$ cat config.mk
export PLATFORM = sky130hd
export DESIGN_NAME = egg_box_controller
export DESIGN_NICKNAME = d
export VERILOG_FILES = /design/src/rtl/egg_box_controller_pkg.sv /design/src/rtl/egg_box_controller_mod_n_counter.sv /design/src/rtl/egg_box_controller.sv
export SDC_FILE = /design/constraint.sdc
export NUM_CORES = 1
export LEC_CHECK = 0
export ABC_AREA = 1
export ABC_CLOCK_PERIOD_IN_PS = 1400
export CAP_MARGIN = 0
export CORE_MARGIN = 4
export CORE_UTILIZATION = 45
export CTS_BUF_LIST = sky130_fd_sc_hd__clkbuf_4 sky130_fd_sc_hd__clkbuf_8
export DETAILED_ROUTE_END_ITERATION = 10
export GPL_TIMING_DRIVEN = 0
export PLACE_DENSITY = 0.81
export SYNTH_ARGS = -nofsm -noshare
export SYNTH_HDL_FRONTEND = slang
export SYNTH_SLANG_ARGS = --single-unit
$ cat constraint.sdc
create_clock -name clock -period 1.4 [get_ports clock]
set_input_delay 0.21 -clock clock [delete_from_list [all_inputs] [get_ports clock]]
set_output_delay 0.21 -clock clock [all_outputs]
set_load 0.02 [all_outputs]
$ cat src/rtl/egg_box_controller_pkg.sv
// Shared state encoding and defaults for the dozen-packing station controller.
package egg_box_controller_pkg;

  typedef enum logic [2:0] {
    StWaitBox    = 3'd0,
    StFill       = 3'd1,
    StEject      = 3'd2,
    StWaitAckLow = 3'd3,
    StFault      = 3'd4
  } state_e;

  localparam int unsigned ItemsPerBoxDefault = 12;

endpackage

$ cat src/rtl/egg_box_controller_mod_n_counter.sv
// Item counter: counts 0..N with sync clear; last_o flags that the next increment fills the box.
module egg_box_controller_mod_n_counter #(
  parameter int unsigned N = 12,
  parameter int unsigned W = 4
) (
  input  logic         clk_i,
  input  logic         rst_i,
  input  logic         en_i,
  input  logic         clr_i,
  output logic [W-1:0] count_o,
  output logic         last_o
);

  logic [W-1:0] count_q, count_d;

  always_comb begin
    count_d = count_q;
    if (clr_i) begin
      count_d = '0;
    end else if (en_i) begin
      count_d = (count_q == W'(N)) ? '0 : count_q + 1'b1;
    end
  end

  always_ff @(posedge clk_i or posedge rst_i) begin
    if (rst_i) begin
      count_q <= '0;
    end else begin
      count_q <= count_d;
    end
  end

  assign count_o = count_q;
  assign last_o  = (count_q == W'(N - 1));

endmodule

$ cat src/rtl/egg_box_controller.sv
// Dozen-packing station sequencer: conveyor control, item counting, eject handshake with
// timeout, and finished-box tally. All outputs are registered.
module egg_box_controller
  import egg_box_controller_pkg::*;
#(
  parameter int unsigned ITEMS_PER_BOX = ItemsPerBoxDefault,
  parameter int unsigned CNT_W         = 4,
  parameter int unsigned BOX_W         = 8,
  parameter int unsigned EJECT_TIMEOUT = 16
) (
  input  logic             clock,
  input  logic             reset,
  input  logic             item_sensor,
  input  logic             box_present,
  input  logic             eject_ack,
  input  logic             fault_clr,
  output logic             conveyor_en,
  output logic             eject_req,
  output logic [CNT_W-1:0] item_count,
  output logic [BOX_W-1:0] box_count,
  output logic             lost_item,
  output logic             fault
);

  localparam int unsigned TimerW = $clog2(EJECT_TIMEOUT + 1);

  state_e             state_q, state_d;
  logic               item_q;
  logic [TimerW-1:0]  timer_q, timer_d;
  logic [BOX_W-1:0]   box_q, box_d;
  logic               conv_q, req_q, lost_q, fault_q;
  logic               item_evt, cnt_en, cnt_clr, cnt_last;

  assign item_evt = item_sensor & ~item_q;

  always_comb begin
    state_d = state_q;
    box_d   = box_q;
    cnt_en  = 1'b0;
    cnt_clr = 1'b0;
    unique case (state_q)
      StWaitBox: begin
        if (box_present) state_d = StFill;
      end
      StFill: begin
        // A filling item wins over box removal in the same cycle.
        if (item_evt) begin
          cnt_en = 1'b1;
          if (cnt_last) begin
            state_d = StEject;
          end else if (!box_present) begin
            state_d = StWaitBox;
          end
        end else if (!box_present) begin
          state_d = StWaitBox;
        end
      end
      StEject: begin
        // Ack takes priority over a timeout in the same cycle.
        if (eject_ack) begin
          state_d = StWaitAckLow;
          cnt_clr = 1'b1;
          box_d   = box_q + 1'b1;
        end else if (timer_q == TimerW'(EJECT_TIMEOUT - 1)) begin
          state_d = StFault;
        end
      end
      StWaitAckLow: begin
        if (!eject_ack) state_d = StWaitBox;
      end
      StFault: begin
        if (fault_clr) state_d = StEject;
      end
      default: state_d = StWaitBox;
    endcase
    timer_d = (state_q == StEject && state_d == StEject) ? timer_q + 1'b1 : '0;
  end

  always_ff @(posedge clock or posedge reset) begin
    if (reset) begin
      state_q <= StWaitBox;
      item_q  <= 1'b0;
      timer_q <= '0;
      box_q   <= '0;
      conv_q  <= 1'b0;
      req_q   <= 1'b0;
      lost_q  <= 1'b0;
      fault_q <= 1'b0;
    end else begin
      state_q <= state_d;
      item_q  <= item_sensor;
      timer_q <= timer_d;
      box_q   <= box_d;
      conv_q  <= (state_d == StFill);
      req_q   <= (state_d == StEject);
      lost_q  <= item_evt && (state_q != StFill);
      fault_q <= (state_d == StFault);
    end
  end

  egg_box_controller_mod_n_counter #(
    .N (ITEMS_PER_BOX),
    .W (CNT_W)
  ) u_item_cnt (
    .clk_i   (clock),
    .rst_i   (reset),
    .en_i    (cnt_en),
    .clr_i   (cnt_clr),
    .count_o (item_count),
    .last_o  (cnt_last)
  );

  assign conveyor_en = conv_q;
  assign eject_req   = req_q;
  assign box_count   = box_q;
  assign lost_item   = lost_q;
  assign fault       = fault_q;

endmodule
==> summary.txt <==
fraction of layout cells with a size suffix above 1 = 0.281
die area = 0.00381 mm^2
TNS Setup = -641 ps
CP max-delay cell = dfrtp_1
Core Rows = 19
H-Tree Depth = 1
Leak = 0.000891 uW
status = complete, but fails checks
most frequent cells in the layout = dfrtp_1 (23), inv_1 (20), nand2_1 (19)
f_max = 0.665 GHz
CTS clk-pin slew, worst paths = 150 ps
Synth Instances = 138
first-pass GRT wire length = 4020 um
gr usage total = 0.141
vias per cell = 4.94
IO Pins = 22
sequential share of the synthesized area = 0.482
final-report setup violation count = 8
violated checks = negative setup slack
FF-to-FF path depth = 10
main area contributors after synthesis = dfrtp_1 (48%), inv_1 (6.4%), nand2_1 (6.4%)
sw frac = 0.415
#FFs+latches synth = 25
FF-to-FF setup slack = -100 ps
main combinational cell family by area after synthesis = simple AND/OR/NAND/NOR gates
clk root buf = clkbuf_4
Tcrit/Tclk final = 1.07
Starting Density = 0.471
DRT antenna net count = 0
Critical Path End Type = flip-flop
pwr/cell area = 1340 mW/mm^2
DRT Pass-1 Iters = 4
CTS tree = built
DRC Markers = 0
CP Cell Sequence = ha_2 > and3_4 > ha_4 > inv_2 > nor2_2 > nor2_1 > nor2_1 > nand2_2 > nand3_4 > nor2_2
Syn Std Cell Area = 0.00130 mm^2
NetSw = 929 uW
library cells used by synthesis = 26
top-area cell type share of the netlist area = 0.482
clock sink total = 25
# fillers = 224
hold wc startpoint = item_sensor
Peak supply drop = 0.904 mV
type of the worst setup path = flip-flop to flip-flop
commonest non-fill, non-tap cell in the layout = dfrtp_1
WL final = 2370 um
CP Launch Type = flip-flop
CORE AREA = 0.00276 mm^2
Max Slew Vio Count = 0
worst-margin pin slew = 930 ps
Synth Area per Inst = 9.41 um^2
final hold violation count = 0
unrepaired setup endpoints after global routing = yes
largest net degree at the start of global routing = 26
final net count = 183
Yosys top cell by area = dfrtp_1
total CTS buffers = 3
placer's final routability congestion estimate = 0.784
port bufs = 21
part of the power in registers = 0.457
Arr. time, crit path = 1780 ps
hold slack final = 341 ps
Adder-Cell Fraction of Synth Area = 0.0482
Synth Warn # = 0
slew margin rel. = 0.379
crit-path max FO = 5
post-synthesis xor/xnor area fraction = 0.0607
HPWL after DPL = 1740 um
Die Wd = 61.7 um
max-cap violations = 0
synthesis-to-layout area growth = 28.5%
simple logic cell fraction of the synthesized area = 0.286
PnR Total Power = 2240 uW
Iteration-0 DRC Markers = 41
post-synthesis compound-gate area fraction = 0.0366
Hold Path Sink = item_q
fraction of synthesized area in multiplexers = 0
Crit path largest cell delay = 420 ps
CTS max path bufs = 2
antenna violations before repair = 0
per-cell routed wire length = 11.8 um
Overflow after GRT = 0
Combinational Power Share = 0.392
Critical R2R Launch = timer_q[1]
number of global-route vias before repair = 945
Synth Net Count = 149
Post-Route Skew = 7.94 ps
worst skew pair latency = 330 ps
DIE HEIGHT = 61.7 um
WHS Path Cells = 1
clock power share = 0.151
WP data required = 1670 ps
Worst Hold Class = input pin to flip-flop
DR vias = 998
Final min period = 1500 ps
reg-to-reg endpoint = timer_q[3]
worst setup margin = -103 ps
internal cell power = 1310 uW
Antenna diodes = 0
[area by class of cell]
type	count	area, um^2	share of cell area
Multi-Input combinational cell	85	609	0.365
Sequential cell	25	628	0.376
Clock inverter	1	5.00	0.00300
Inverter	28	113	0.0675
Tap cell	31	38.8	0.0232
Timing Repair Buffer	29	253	0.151
Clock buffer	3	22.5	0.0135
[stage by stage]
stage               instances  instance area [um^2]  setup WS (ps)  utilization
finish                    202                  1670           -103        0.605
floorplan                 138                  1300          -38.1            -
CTS                       199                  1620           -105        0.587
global placement          190                  1550           -159        0.562
detailed placement        190                  1550           -214        0.562
global route              202                  1670           -195        0.605
[how the worst max path moves through the flow]
stage,from,to
floorplan,timer_q[0],timer_q[0]
global placement,item_sensor,u_item_cnt.count_o[0]
detailed placement,item_sensor,u_item_cnt.count_o[0]
CTS,timer_q[1],timer_q[3]
global route,timer_q[0],timer_q[2]
finish,timer_q[1],timer_q[3]
[registers in the layout, indices dropped and copies added (netlist names)]
register	cells
state_q	3
u_item_cnt.count_o	4
eject_req	1
lost_item	1
fault	1
timer_q	5
box_count	8
item_q	1
conveyor_en	1
[Yosys cell counts (all sizes together)]
cell type	count
nor2	19
clkinv	1
o31ai	2
o21a	1
nand4	4
o21ai	5
nor3	1
xnor2	1
ha	5
nand3	12
inv	27
dfrtp	25
xor2	8
and3	2
nand2	25
[repair_timing]
item / 4_1_cts / 5_1_grt
endpoints found under the setup margin: 24 / 17
hold buffers: 0 / 0
setup buffers: 5 / 4
gates cloned: 0 / 0
resized for setup: 22 / 10
pin swaps: 2 / 1
[critical path: cells and delay by family, from the launching register on]
kind	cells	cell delay, ps
adders and majority gates	2	340
buffers and inverters	1	40
DFF	1	420
and+or+nand+nor	7	650
[power by group through the flow]
stage	combinational [uW]	clock, uW	sequential, uW
after global placement	905	0	1030
after detailed placement	935	0	1030
after floorplan	432	0	1170
after global routing	977	371	1040
after CTS	859	349	1010
final	877	337	1020
[layer usage]
layer / vias to the layer above / track usage / part of all wire / wire length (um)
li1: 500 / - / - / -
met1: 475 / 0.172 / 0.43 / 1010
met2: 23 / 0.241 / 0.52 / 1230
met3: 0 / 0.0537 / 0.057 / 136
met4: 0 / 0.0273 / 0 / 0
met5: - / 0 / 0 / 0
[logic make-up (layout without fill, tap and decap cells)]
family | after synthesis | in the layout
adders and majority gates | 5 | 5
DFF | 25 | 25
xor gates and xnor gates | 9 | 9
AOI/OAI and AO/OA | 8 | 8
buffers and inverters | 28 | 61
and+or+nand+nor | 63 | 63
Power figures use the tool's default switching activity.
